File: config.mk
export PLATFORM = sky130hd
export DESIGN_NAME = fpu_req_arbiter
export DESIGN_NICKNAME = d
export VERILOG_FILES = /design/src/rtl/fpu_req_arbiter_pkg.sv /design/src/rtl/fpu_tag_table.sv /design/src/rtl/fpu_req_arbiter.sv
export SDC_FILE = /design/constraint.sdc
export NUM_CORES = 1
export LEC_CHECK = 0
export ABC_AREA = 1
export CELL_PAD_IN_SITES_DETAIL_PLACEMENT = 0
export CELL_PAD_IN_SITES_GLOBAL_PLACEMENT = 2
export CORE_AREA = 5 5 609 611
export DETAILED_ROUTE_END_ITERATION = 7
export DIE_AREA = 0 0 614 616
export PLACE_DENSITY = 0.36
export REMOVE_ABC_BUFFERS = 1
export SETUP_SLACK_MARGIN = 0.4
export SYNTH_ARGS = -nofsm -noshare
export SYNTH_HDL_FRONTEND = slang
export SYNTH_SLANG_ARGS = --single-unit
File: constraint.sdc
create_clock -name clk -period 4.69 [get_ports clk]
set_input_delay 0.938 -clock clk [delete_from_list [all_inputs] [get_ports clk]]
set_output_delay 0.938 -clock clk [all_outputs]
set_load 0.02 [all_outputs]
File: src/rtl/fpu_req_arbiter_pkg.sv
// Shared types and width helpers for the FPU request arbiter and its tag table.
package fpu_req_arbiter_pkg;

  localparam int MAX_PENDING_DEF = 8;
  localparam int TAG_BITS        = $clog2(MAX_PENDING_DEF);

  typedef logic [TAG_BITS-1:0] fpu_arb_tag_t;

  // Owner index width; a single requester still needs one bit to index with.
  function automatic int owner_bits(input int n);
    return (n > 1) ? $clog2(n) : 1;
  endfunction

endpackage

File: src/rtl/fpu_tag_table.sv
// Tag allocator: free bitmap, per-tag owner, lowest-free encoder and in-flight counter.
module fpu_tag_table
  import fpu_req_arbiter_pkg::*;
#(
  parameter int  NUM_REQS    = 4,
  parameter int  MAX_PENDING = 8,
  localparam int TW          = $clog2(MAX_PENDING),
  localparam int OW          = owner_bits(NUM_REQS)
) (
  input  logic          clk,
  input  logic          reset,
  input  logic          alloc,
  input  logic [OW-1:0] alloc_owner,
  output logic [TW-1:0] alloc_tag,
  input  logic          free,
  input  logic [TW-1:0] free_tag,
  input  logic [TW-1:0] lookup_tag,
  output logic          lookup_busy,
  output logic [OW-1:0] lookup_owner,
  output logic          full,
  output logic [TW:0]   pending_count
);

  logic [MAX_PENDING-1:0] busy_q;
  logic [OW-1:0]          owner_q [MAX_PENDING];
  logic [TW:0]            count_q;

  // Allocation only ever looks at the registered bitmap, so a tag freed this
  // cycle cannot be handed out again until the next one.
  always_comb begin
    alloc_tag = '0;
    for (int i = MAX_PENDING - 1; i >= 0; i--) begin
      if (!busy_q[i]) alloc_tag = TW'(i);
    end
  end

  assign full          = (count_q == (TW+1)'(MAX_PENDING));
  assign pending_count = count_q;
  assign lookup_busy   = busy_q[lookup_tag];
  assign lookup_owner  = owner_q[lookup_tag];

  always_ff @(posedge clk) begin
    if (reset) begin
      busy_q  <= '0;
      count_q <= '0;
    end else begin
      if (alloc) busy_q[alloc_tag] <= 1'b1;
      if (free)  busy_q[free_tag]  <= 1'b0;
      count_q <= count_q + (TW+1)'(alloc) - (TW+1)'(free);
    end
  end

  // Owner entries are only read while the tag is marked busy.
  always_ff @(posedge clk) begin
    if (alloc) owner_q[alloc_tag] <= alloc_owner;
  end

  a_no_overflow:  assert property (@(posedge clk) disable iff (reset) !(alloc && full));
  a_no_underflow: assert property (@(posedge clk) disable iff (reset) !(free && (count_q == '0)));
  a_free_busy:    assert property (@(posedge clk) disable iff (reset) free |-> busy_q[free_tag]);
  a_count_bound:  assert property (@(posedge clk) disable iff (reset) count_q <= (TW+1)'(MAX_PENDING));

endmodule

File: src/rtl/fpu_req_arbiter.sv
// Round-robin arbiter sharing one FPU channel; responses routed back by tag owner.
module fpu_req_arbiter
  import fpu_req_arbiter_pkg::*;
#(
  parameter int  NUM_REQS    = 4,
  parameter int  REQ_DATAW   = 256,
  parameter int  RSP_DATAW   = 128,
  parameter int  MAX_PENDING = 8,
  localparam int TW          = $clog2(MAX_PENDING),
  localparam int OW          = owner_bits(NUM_REQS)
) (
  input  logic                          clk,
  input  logic                          reset,
  input  logic [NUM_REQS-1:0]           req_valid,
  input  logic [NUM_REQS*REQ_DATAW-1:0] req_data,
  output logic [NUM_REQS-1:0]           req_ready,
  output logic                          fpu_req_valid,
  output logic [REQ_DATAW-1:0]          fpu_req_data,
  output logic [TW-1:0]                 fpu_req_tag,
  input  logic                          fpu_req_ready,
  input  logic                          fpu_rsp_valid,
  input  logic [RSP_DATAW-1:0]          fpu_rsp_data,
  input  logic [TW-1:0]                 fpu_rsp_tag,
  output logic                          fpu_rsp_ready,
  output logic [NUM_REQS-1:0]           rsp_valid,
  output logic [RSP_DATAW-1:0]          rsp_data,
  input  logic [NUM_REQS-1:0]           rsp_ready,
  output logic [TW:0]                   pending_count,
  output logic                          busy
);

  logic [OW-1:0] rr_ptr_q;
  logic          lock_q;
  logic [OW-1:0] lock_idx_q;
  logic [OW-1:0] winner;
  logic          any_valid;
  logic          full;
  logic          fire;
  logic          rsp_known;
  logic [OW-1:0] rsp_owner;
  logic          rsp_hit;
  logic          rsp_fire;
  int            idx;

  // A stalled grant stays with its winner until the FPU takes it.
  always_comb begin
    winner    = lock_idx_q;
    any_valid = 1'b0;
    idx       = 0;
    if (lock_q) begin
      any_valid = req_valid[lock_idx_q];
    end else begin
      for (int k = 0; k < NUM_REQS; k++) begin
        idx = int'(rr_ptr_q) + k;
        if (idx >= NUM_REQS) idx = idx - NUM_REQS;
        if (!any_valid && req_valid[idx]) begin
          any_valid = 1'b1;
          winner    = OW'(idx);
        end
      end
    end
  end

  assign fpu_req_valid = any_valid & ~full & ~reset;
  assign fire          = fpu_req_valid & fpu_req_ready;
  assign fpu_req_data  = req_data[int'(winner)*REQ_DATAW +: REQ_DATAW];

  always_comb begin
    req_ready         = '0;
    req_ready[winner] = fire;
  end

  always_ff @(posedge clk) begin
    if (reset) begin
      rr_ptr_q   <= '0;
      lock_q     <= 1'b0;
      lock_idx_q <= '0;
    end else begin
      lock_q <= fpu_req_valid & ~fpu_req_ready;
      if (fpu_req_valid && !fpu_req_ready) lock_idx_q <= winner;
      if (fire) rr_ptr_q <= (int'(winner) == NUM_REQS - 1) ? '0 : winner + 1'b1;
    end
  end

  // Responses on an unallocated tag are swallowed so the FPU cannot stall on them.
  assign rsp_hit       = fpu_rsp_valid & rsp_known & ~reset;
  assign rsp_fire      = rsp_hit & rsp_ready[rsp_owner];
  assign fpu_rsp_ready = fpu_rsp_valid & ~reset & (rsp_known ? rsp_ready[rsp_owner] : 1'b1);
  assign rsp_data      = fpu_rsp_data;

  always_comb begin
    rsp_valid = '0;
    if (rsp_hit) rsp_valid[rsp_owner] = 1'b1;
  end

  fpu_tag_table #(
    .NUM_REQS    (NUM_REQS),
    .MAX_PENDING (MAX_PENDING)
  ) u_tag_table (
    .clk           (clk),
    .reset         (reset),
    .alloc         (fire),
    .alloc_owner   (winner),
    .alloc_tag     (fpu_req_tag),
    .free          (rsp_fire),
    .free_tag      (fpu_rsp_tag),
    .lookup_tag    (fpu_rsp_tag),
    .lookup_busy   (rsp_known),
    .lookup_owner  (rsp_owner),
    .full          (full),
    .pending_count (pending_count)
  );

  assign busy = (pending_count != '0);

  a_rsp_tag_allocated: assert property (@(posedge clk) disable iff (reset) fpu_rsp_valid |-> rsp_known);

endmodule
Word-level counts from Yosys, hierarchy flattened

Memory sizes are Yosys's and may differ from the RTL's.
Cells that the tools add are included.

Add/subtract/negate cells: 10
$lt $le $gt $ge: 17
Equal/unequal tests: 2
Shift operators: 1
Mux-type cells: 63
Bitwise logic cells: 16
Reductions and logical operators: 13

Operators by type and width:

| cell                   | number |
|---|---|
| $shiftx A1024 B11 Y256 | 1 |
| $mux W32               | 8 |
| $lt A32 B4 Y1 const B  | 4 |
| $mux W1                | 26 |
| $mux W3                | 8 |
| $mux W8                | 3 |
| $bmux W1 S2            | 6 |
| $mux W2                | 6 |
| $sub A3 B3 Y4 const B  | 3 |
| $and A1 B1 Y1          | 9 |
| $ge A3 B3 Y1 const B   | 3 |
| $lt A2 B3 Y1 const B   | 3 |
| $and A8 B8 Y8          | 1 |
| $logic_and A1 B1 Y1    | 8 |
| $lt A3 B4 Y1 const B   | 2 |
| $not A8 Y8             | 1 |
| $or A8 B8 Y8           | 1 |
| $add A2 B2 Y3 const B  | 2 |
| $demux W1 S3           | 2 |
| $ge A3 B1 Y1 const B   | 2 |
| $add A4 B1 Y4          | 1 |
| $and A4 B4 Y4          | 1 |
| $demux W1 S2           | 2 |
| $eq A4 B4 Y1 const B   | 1 |
| 12 further kinds       | 18 |

Flip-flop bits (word level): 17
Bits in writable memories: 16
Input port bits: 1167
Output and inout port bits: 402
Word-level logic and storage cells: 128
Memories: 1

Memory list:

| memory              | words | bits a word | rd ports | clocked after memory_dff | wr ports | RTL line            | RTL |
|---|---|---|---|---|---|---|---|
| u_tag_table.owner_q | 8     | 2           | 1        | 0                        | 1        | fpu_tag_table.sv:25 | `logic [OW-1:0] owner_q [MAX_PENDING];` |

Depth between registers and ports, before layout

Gate-level depths: netlist of run 1.

Word-level depth: 27
Mapped depth: 20
Depth with buffers taken out: 20

By module

A second synthesis of run 1 with hierarchy kept.

Cell total of the unflattened synthesis: 3479
Area total of the unflattened synthesis: 16275.6 um^2

By module, submodules not included:

| module          | times used | cells each | area each (um^2) | sequential area each (um^2) |
|---|---|---|---|---|
| fpu_req_arbiter | 1          | 3313       | 14843.0          | 100.1 |
| fpu_tag_table   | 1          | 166        | 1432.6           | 720.7 |

Least setup slack after synthesis of run 1

No wires, ideal clock.

Path type: in2out
From: in req_valid[1]
To: out req_ready[3]
Arrival: 2.843 ns
Data required time: 3.752 ns
Path slack: 0.909 ns
Cell stages on the path: 17
Path buffers: 3
Cells stage by stage: inv_1 > nand2_1 > nand3_1 > nand2_2 > nor2_8 > nand2_1 > nand2_1 > nand3_2 > nand2_4 > nand2_2 > buf_6 > buf_6 > buf_6 > inv_1 > ha_1 > inv_1 > nor2_1

Longest elaborated chain between the ends: 22
Elaborated cells between the ends (all ways): 42
Those cells by class: order compare (2); mux (29); bitwise (4); reduce/logical (7)

RTL lines:

| item                                                               | RTL line              | RTL |
|---|---|---|
| start: declaration                                                 | fpu_req_arbiter.sv:14 | `input logic [NUM_REQS-1:0] req_valid,` |
| $bmux W1 S2                                                        | fpu_req_arbiter.sv:56 | `if (!any_valid && req_valid[idx]) begin` |
| $mux W1 (not written as such) (2 in a row)                         | fpu_req_arbiter.sv:56 |  |
| $mux W1                                                            | fpu_req_arbiter.sv:56 |  |
| $mux W1                                                            | fpu_req_arbiter.sv:50 | `if (lock_q) begin` |
| $logic_not A1 Y1                                                   | fpu_req_arbiter.sv:56 |  |
| $logic_and A1 B1 Y1                                                | fpu_req_arbiter.sv:56 |  |
| $mux W1                                                            | fpu_req_arbiter.sv:56 |  |
| $mux W1                                                            | fpu_req_arbiter.sv:50 |  |
| (+6 left out)                                                      | -                     |  |
| $mux W2 *                                                          | fpu_req_arbiter.sv:56 |  |
| $mux W2 *                                                          | fpu_req_arbiter.sv:50 |  |
| named net u_tag_table.alloc_owner[0]                               | fpu_tag_table.sv:13   | `input logic [OW-1:0] alloc_owner,` |
| $lt A2 B3 Y1 (not written as such) or $ge A2 B1 Y1 (tied branches) | fpu_req_arbiter.sv:70 | `req_ready[winner] = fire;` |
| $logic_and A1 B1 Y1 (not written as such)                          | fpu_req_arbiter.sv:70 |  |
| $mux W1 (not written as such)                                      | fpu_req_arbiter.sv:70 |  |
| $demux W1 S2 *                                                     | fpu_req_arbiter.sv:70 |  |
| $and A4 B4 Y4 (no line) *                                          | -                     |  |
| end: declaration                                                   | fpu_req_arbiter.sv:16 | `output logic [NUM_REQS-1:0] req_ready,` |

Mark *: on every way through the listed nets, which the timed path passes. The rest lies on a longest branch. The select of a mux whose other input is x is not followed.

Final worst setup path of run 1

From: in req_valid[2]
To: out fpu_req_data[214]

Longest elaborated chain between the ends: 18
Elaborated cells between the ends (all ways): 30
Those cells by class: shift (1); mux (23); reduce/logical (6)

RTL lines:

| item                                       | RTL line              | RTL |
|---|---|---|
| $bmux W1 S2                                | fpu_req_arbiter.sv:56 |  |
| $mux W1 (not written as such) (2 in a row) | fpu_req_arbiter.sv:56 |  |
| $mux W1                                    | fpu_req_arbiter.sv:56 |  |
| $mux W1                                    | fpu_req_arbiter.sv:50 |  |
| $logic_not A1 Y1                           | fpu_req_arbiter.sv:56 |  |
| $logic_and A1 B1 Y1                        | fpu_req_arbiter.sv:56 |  |
| $mux W1                                    | fpu_req_arbiter.sv:56 |  |
| $mux W1                                    | fpu_req_arbiter.sv:50 |  |
| $logic_not A1 Y1                           | fpu_req_arbiter.sv:56 |  |
| $logic_and A1 B1 Y1                        | fpu_req_arbiter.sv:56 |  |
| $mux W1                                    | fpu_req_arbiter.sv:56 |  |
| $mux W1                                    | fpu_req_arbiter.sv:50 |  |
| $logic_not A1 Y1                           | fpu_req_arbiter.sv:56 |  |
| $logic_and A1 B1 Y1                        | fpu_req_arbiter.sv:56 |  |
| $mux W2 *                                  | fpu_req_arbiter.sv:56 |  |
| $mux W2 *                                  | fpu_req_arbiter.sv:50 |  |
| $shiftx A1024 B11 Y256 *                   | fpu_req_arbiter.sv:66 | `assign fpu_req_data = req_data[int'(winner)*REQ_DATAW +: REQ_DATAW];` |
| end: declaration                           | fpu_req_arbiter.sv:18 | `output logic [REQ_DATAW-1:0] fpu_req_data,` |

Every way passes the cells marked *; elsewhere a longest branch is shown, timed or not. The select of a mux whose other input is x is not followed.

==> metrics.yaml, run 1 <==
status: "complete, no violations"
clock_path_buffers: 2
dpl.hpwl_mm: 263.1
seq_area_frac_synth_pct: 5.048
synth_top_area_share_pct: 32.13
io_buffers: 1312
fmax_mhz: 238.0
rows: 222
startpoint_type: "input pin"
tritoncts: "built"
yosys-top-cells-area: "nand3_1, inv_1, nand2_1"
reg2reg_from: "rr_ptr_q[0]"
crit_arrival_ns: 3.26
yosysTopAreaCell: "nand3_1"
synth_cell_types: 30
drtPass1Iterations: 5
cap_violations: 0
path_delay_family: "simple AND/OR/NAND/NOR gates"
powerDensity_nw_per_um2: 675.2
grt_pass1_vias: 28220
cts-htree-levels: 2
synth.ff_latch_count: 33
max_slew_margin_pct: 48.90
io_pins: 1569
finalHoldViolCount: 0
dieArea_um2: 378200
reg2reg_depth: 18
path_cells: "buf_6, buf_4, nand2_2, nand2_1, nand2_2, nand2_4, nor2_8, nand3_4, nand2_2, inv_1, nand2_2, nand2_2, nand2_8, buf_16, buf_4, nand3_1, nand2_1, clkdlybuf4s15_2"
vias: 28890
start_util_pct: 4.462
finalCritPeriodShare_pct: 89.57
final_util_pct: 10.51
ant_nets: 0
layout-drive-gt1-share_pct: 15.61
cpMostUsedCell: "nand2_2"
period_minus_slack_ns: 4.201
drt_iter0_markers: 1819
hold_depth: 2
crit_path_start: "req_valid[2]"
endpoint_kind: "output port"
wl_per_cell_um: 31.40
yosysWarnings: 0
worst_pin_slew_ns: 0.7666
nFillCells: 43110
r2r_slack_ns: 1.76
holdWs_ns: 0.5281
netlist_instances: 3507
synth.cell_area_um2: 16260
grt_use_total_pct: 15.21
grt-ovfl-total: 0
clock_latency_ns: 0.30
critPathBufInv: 6
die_w_um: 614
fin_ws_ns: 0.4891
drt-vias-per-instance: 2.995
cts_buffers: 5
syn_area_per_cell_um2: 4.637
hold_class: "reg -> reg"
slowest_delay_ns: 0.27
drc_errors: 0
vdd_drop_max_v: 0.0002616
grt_start_max_net_pins: 108
worstPathRequired_ns: 3.75
rsz0062_at_grt: "yes"
routed_wl_mm: 302.8
clock-sinks: 33
grt_pass1_wl_mm: 364.2
syn_to_final_growth_pct: 135.6
slowest_stage: "clkdlybuf4s15_2"
finalClockSkew_ns: 0.01027
nNetsFinal: 5988
whs_endpoint: "u_tag_table.busy_q[6]"
path_max_fanout: 10
min_from: "u_tag_table.busy_q[6]"
setup_viol: 0
antenna_found_initial: 165
core-area_um2: 364400
drv_slew: 0
r2r_end: "rr_ptr_q[1]"
place_ws_ns: -0.4096
leakage_nw: 18.78
cts_root_buf: "clkbuf_16"
die_y_um: 616
gp_congestion: 0.9042
clk_pin_slew_ns: 0.07
criticalPathCategory: "in -> out"
## Yosys cell counts (all sizes together)
cell type / number
nand4: 8
nor2: 43
a31oi: 1
ha: 10
clkbuf: 87
o22ai: 3
dfxtp: 17
inv: 1077
buf: 272
o21ai: 18
clkinv: 2
xor2: 1
edfxtp: 16
a21oi: 18
nand3b: 1
nor3b: 1
fa: 1
nand3: 1046
nor3: 9
nand2: 875
a211oi: 1
## worst register-to-register path, delay by kind of cell (launching register included)
family                     cells  cell delay (ns)
AOI/OAI and AO/OA              2             0.24
adders and majority gates      1             0.22
buffers and inverters          5             0.94
DFF                            1             0.32
and+or+nand+nor               10             1.10
## how the worst max path moves through the flow
| stage | to | slack, ns | cells after the start |
|---|---|---|---|
| global placement | fpu_req_data[86] | -0.43 | 18 |
| global route | fpu_req_data[131] | 0.35 | 21 |
| floorplan | req_ready[3] | -16.51 | 7 |
| detailed placement | fpu_req_data[250] | -0.41 | 19 |
| CTS | fpu_req_data[9] | 0.41 | 21 |
| finish | fpu_req_data[214] | 0.49 | 18 |
## cell type report
class                   count  area (um^2)  area share (%)
repair buffers           1655        17230           44.98
multi-input cells        2036         9923           25.91
well taps                4816         6026           15.73
inverters                1079         4086           10.67
flip-flops and latches     33        822.0           2.146
clock buffers               5        125.1          0.3267
clock inverters             3        46.29          0.1209
diodes                     18        45.04          0.1176
## flip-flops by register name, indices dropped and copies added (netlist names)
name / cells
u_tag_table.owner_q: 16
u_tag_table.busy_q: 8
u_tag_table.pending_count: 4
lock_idx_q: 2
rr_ptr_q: 2
lock_q: 1
## metrics by stage
| step | TNS, ns | instances | total power [W] | instance area, um^2 |
|---|---|---|---|---|
| detailed placement | -51.34 | 9555 | 0.02411 | 36160 |
| finish | 0 | 9645 | 0.02586 | 38300 |
| global placement | -59.54 | 9555 | 0.02430 | 36160 |
| global route | 0 | 9635 | 0.02769 | 38280 |
| CTS | 0 | 9607 | 0.02618 | 37770 |
| floorplan | -4288.73 | 3148 | 0.01045 | 14070 |
## metal layers
layer / GRT usage (%) / share of wire (%)
met5: 9.068 / 1.8
met4: 1.258 / 0.93
met3: 14.65 / 20
met2: 22.71 / 42
met1: 15.28 / 35
## power by group
part | switching [W] | internal, W
combinational | 0.0151 | 0.0100
sequential | 0.0000240 | 0.000356
clock | 0.000163 | 0.000252
## cell families (layout without fill, tap and decap cells)
family                     Yosys count  after routing  share of synthesized area (%)
AOI/OAI and AO/OA                   41             41                          1.308
buffers and inverters             1438           2742                          38.35
xor gates and xnor gates             1              1                        0.05387
other                                0             18                              0
adders and majority gates           11             11                         0.8926
DFF                                 33             33                          5.048
and+or+nand+nor                   1983           1983                          54.35
## timing repair
item,CTS,global route
pin swaps,28,19
cloned,13,6
hold buffers,0,0
buffers inserted,31,14
endpoints found under the setup margin,262,205
gates resized for setup,727,65
## cell usage in the layout (no fill, tap or decap), drive strengths merged
cell type and count:
nand3b 1, a31oi 1, clkdlybuf4s18 1, a21oi 18, fa 1, clkinvlp 3, buf 490, nor3b 1
nand3 1046, diode 18, nand2 875, nor3 9, bufbuf 4, nor2 43, inv 1074, edfxtp 16
dlygate4sd2 9, clkdlybuf4s50 1043, dfxtp 17, o21ai 18, clkinv 4, bufinv 1, xor2 1, nand4 8
clkbuf 13, a211oi 1, ha 10, o22ai 3, clkdlybuf4s15 100
No activity file was read; power rests on OpenSTA's default activity.
==> run 2, diff against run 1 <==
--- a/config.mk
+++ b/config.mk
@@ -8,10 +8,10 @@
 export ABC_AREA = 1
 export CELL_PAD_IN_SITES_DETAIL_PLACEMENT = 0
 export CELL_PAD_IN_SITES_GLOBAL_PLACEMENT = 2
-export CORE_AREA = 5 5 609 611
+export CORE_AREA = 5 5 606 608
 export DETAILED_ROUTE_END_ITERATION = 7
-export DIE_AREA = 0 0 614 616
-export PLACE_DENSITY = 0.36
+export DIE_AREA = 0 0 611 613
+export PLACE_DENSITY = 0.37
 export REMOVE_ABC_BUFFERS = 1
 export SETUP_SLACK_MARGIN = 0.4
 export SYNTH_ARGS = -nofsm -noshare
==> constraint.sdc (replaced) <==
create_clock -name clk -period 3.5 [get_ports clk]
set_input_delay 0.7 -clock clk [delete_from_list [all_inputs] [get_ports clk]]
set_output_delay 0.7 -clock clk [all_outputs]
set_load 0.02 [all_outputs]
==> metrics.yaml, run 2 (synthesized netlist as in run 1, its figures left out) <==
status: "finished, violations left"
violations: "setup timing"
min_from: "u_tag_table.busy_q[6]"
clock_path_buffers: 2  # unchanged
drt-vias-per-instance: 2.975  # -0.67%
dieArea_um2: 374500  # -0.97%
clk_pin_slew_ns: 0.07  # about the same
finalPower_w: 0.03687  # +43%
worstPathRequired_ns: 2.80  # -0.95 ns
start_util_pct: 4.503  # +0.041 points
grt-ovfl-total: 0  # unchanged
path_max_fanout: 8  # -2
crit_arrival_ns: 3.00  # -0.26 ns
grt_pass1_vias: 28120  # -0.34%
io_buffers: 1312  # unchanged
vias: 28890  # -0.0035%
largest_reg_flops: 16  # unchanged
gp_congestion: 0.8836  # -2.3%
rows: 221  # -0.45%
grt_start_max_net_pins: 78  # -28%
setup_viol: 211  # +211
whs_endpoint: "u_tag_table.busy_q[6]"
nNetsFinal: 6055  # +1.1%
tritoncts: "built"
dp_cells: 9532  # -0.24%
dpl.hpwl_mm: 259.8  # -1.2%
die_w_um: 611  # -0.49%
drc_errors: 0  # unchanged
grt_pass1_wl_mm: 360.8  # -0.93%
vdd_drop_max_v: 0.0003477  # +33%
cts_root_buf: "clkbuf_16"
intPower_w: 0.01571  # +48%
cap_violations: 0  # unchanged
finalCritPeriodShare_pct: 105.6
clock-sinks: 33  # unchanged
syn_to_final_growth_pct: 144.3
max_slew_margin_pct: 64.22  # +15 points
final_cell_mix: "inv_1, clkdlybuf4s50_1, nand3_1, nand2_1, buf_4"
reg2reg_from: "rr_ptr_q[0]"
startpoint_type: "input pin"
pwr-share-seq_pct: 1.4  # about the same
fin_setup_tns_ns: -14.25  # -14.25 ns
powerDensity_nw_per_um2: 928.2  # +37%
hold_depth: 2  # unchanged
final_common_cell: "inv_1"
drtPass1Iterations: 5  # unchanged
criticalPathCategory: "in -> out"
reg2reg_depth: 17  # -1
ant_nets: 0  # unchanged
finalHoldViolCount: 0  # unchanged
r2r_end: "u_tag_table.owner_q[3][0]"
power_frac_clock_pct: 1.3  # -0.3 points
wl_per_cell_um: 31.18  # -0.69%
cts_buffers: 5  # unchanged
multi_input_area_um2: 10330  # +4.1%
core-area_um2: 361100  # -0.91%
hold_class: "reg -> reg"
power.switching_w: 0.02116  # +39%
clock_latency_ns: 0.30  # about the same
rsz0062_at_grt: "yes"
cts-htree-levels: 2  # unchanged
endpoint_kind: "output port"
antenna_found_initial: 162  # -1.8%
layout-drive-gt1-share_pct: 18.72  # +3.1 points
top_register: "u_tag_table.owner_q"
nFillCells: 42800  # -0.71%
leakage_nw: 19.55  # +4.1%
grt_use_total_pct: 15.19  # -0.016 points
finalClockSkew_ns: 0.01396  # +0.003688 ns
switching_share_pct: 57.38  # -1.5 points
io_pins: 1569  # unchanged
drv_slew: 0  # unchanged
fin_ws_ns: -0.1971  # -0.6861 ns
fmax_mhz: 270.5
die_y_um: 613  # -0.49%
routed_wl_mm: 302.8  # about the same
worst_pin_slew_ns: 0.5351  # -0.2315 ns
period_minus_slack_ns: 3.697
regArea_um2: 824.5  # +0.30%
comb_power_share_pct: 97.3  # +0.4 points
r2r_slack_ns: 0.59  # -1.17 ns
layout.cells.non_filler: 9710  # +0.67%
drt_iter0_markers: 1936  # +6.4%
-- run 2: what timing repair did --
| item | CTS | global route |
|---|---|---|
| gates resized for setup | 673 | 620 |
| pin swaps | 39 | 46 |
| gates cloned | 22 | 16 |
| hold buffers | 0 | 0 |
| setup endpoints to repair | 291 | 270 |
| hold endpoints to repair | 0 | 0 |
| buffers inserted | 50 | 44 |
-- run 2: critical path, cell delays in order --
cell and delay [ns]:
buf_6 0.08, inv_2 0.04, buf_4 0.12, nand2_2 0.06, nand2_2 0.06, o21ai_2 0.16
buf_4 0.15, nand3_4 0.08, nand3_4 0.12, nand2_8 0.10, buf_6 0.13, buf_6 0.11
buf_16 0.12, buf_16 0.15, buf_12 0.17, buf_16 0.13, buf_4 0.12, nand3_1 0.05
nand3_1 0.08, nand2_2 0.08, buf_6 0.11
-- run 2: layout make-up --
| class | instances | share of cell area, % |
|---|---|---|
| diodes | 38 | 0.2394 |
| multi-input cells | 2036 | 26.00 |
| well taps | 4794 | 15.10 |
| inverters | 1079 | 10.33 |
| repair buffers | 1721 | 45.88 |
| repair inverters | 1 | 0.02835 |
| clock buffers | 6 | 0.3244 |
| clock inverters | 2 | 0.02520 |
| flip-flops and latches | 33 | 2.076 |
-- run 2: worst max path at each step --
stage             startpoint                 to  slack [ns]  depth (start not counted)
4_1_cts          rr_ptr_q[0]  fpu_req_data[144]       -0.35                         20
3_3_place_gp    req_valid[3]  fpu_req_data[213]       -1.37                         18
2_1_floorplan  lock_idx_q[0]       req_ready[3]      -17.46                          7
5_1_grt         req_valid[3]  fpu_req_data[198]       -0.32                         22
3_5_place_dp    req_valid[3]  fpu_req_data[213]       -1.29                         18
6_report        req_valid[3]  fpu_req_data[148]       -0.20                         21
-- run 2: power groups by stage --
stage	clock network (W)	registers (W)	logic, W
global placement	0	0.000509	0.0316
detailed placement	0	0.000508	0.0314
finish	0.000474	0.000505	0.0359
floorplan	0	0.000522	0.0123
global route	0.000518	0.000509	0.0384
CTS	0.000516	0.000506	0.0343
-- run 2: metrics by stage --
step	util, %	area (um^2)	setup slack (ns)	hold slack [ns]
floorplan	-	14070	-17.46	0.4733
global placement	10.03	36230	-1.369	0.5157
detailed placement	10.03	36230	-1.291	0.5182
CTS	10.54	38070	-0.3533	0.5355
global route	10.99	39690	-0.3180	0.5843
finish	11.00	39730	-0.1971	0.5337
-- run 2: layer usage --
layer  vias up  global-route usage (%)  part of all wire [%]
met1     13610                   15.42                    36
li1      13080                       -                     -
met5         -                   7.684                   1.5
met4       108                   1.638                   1.3
met2      1817                   22.82                    42
met3       280                   14.16                    19
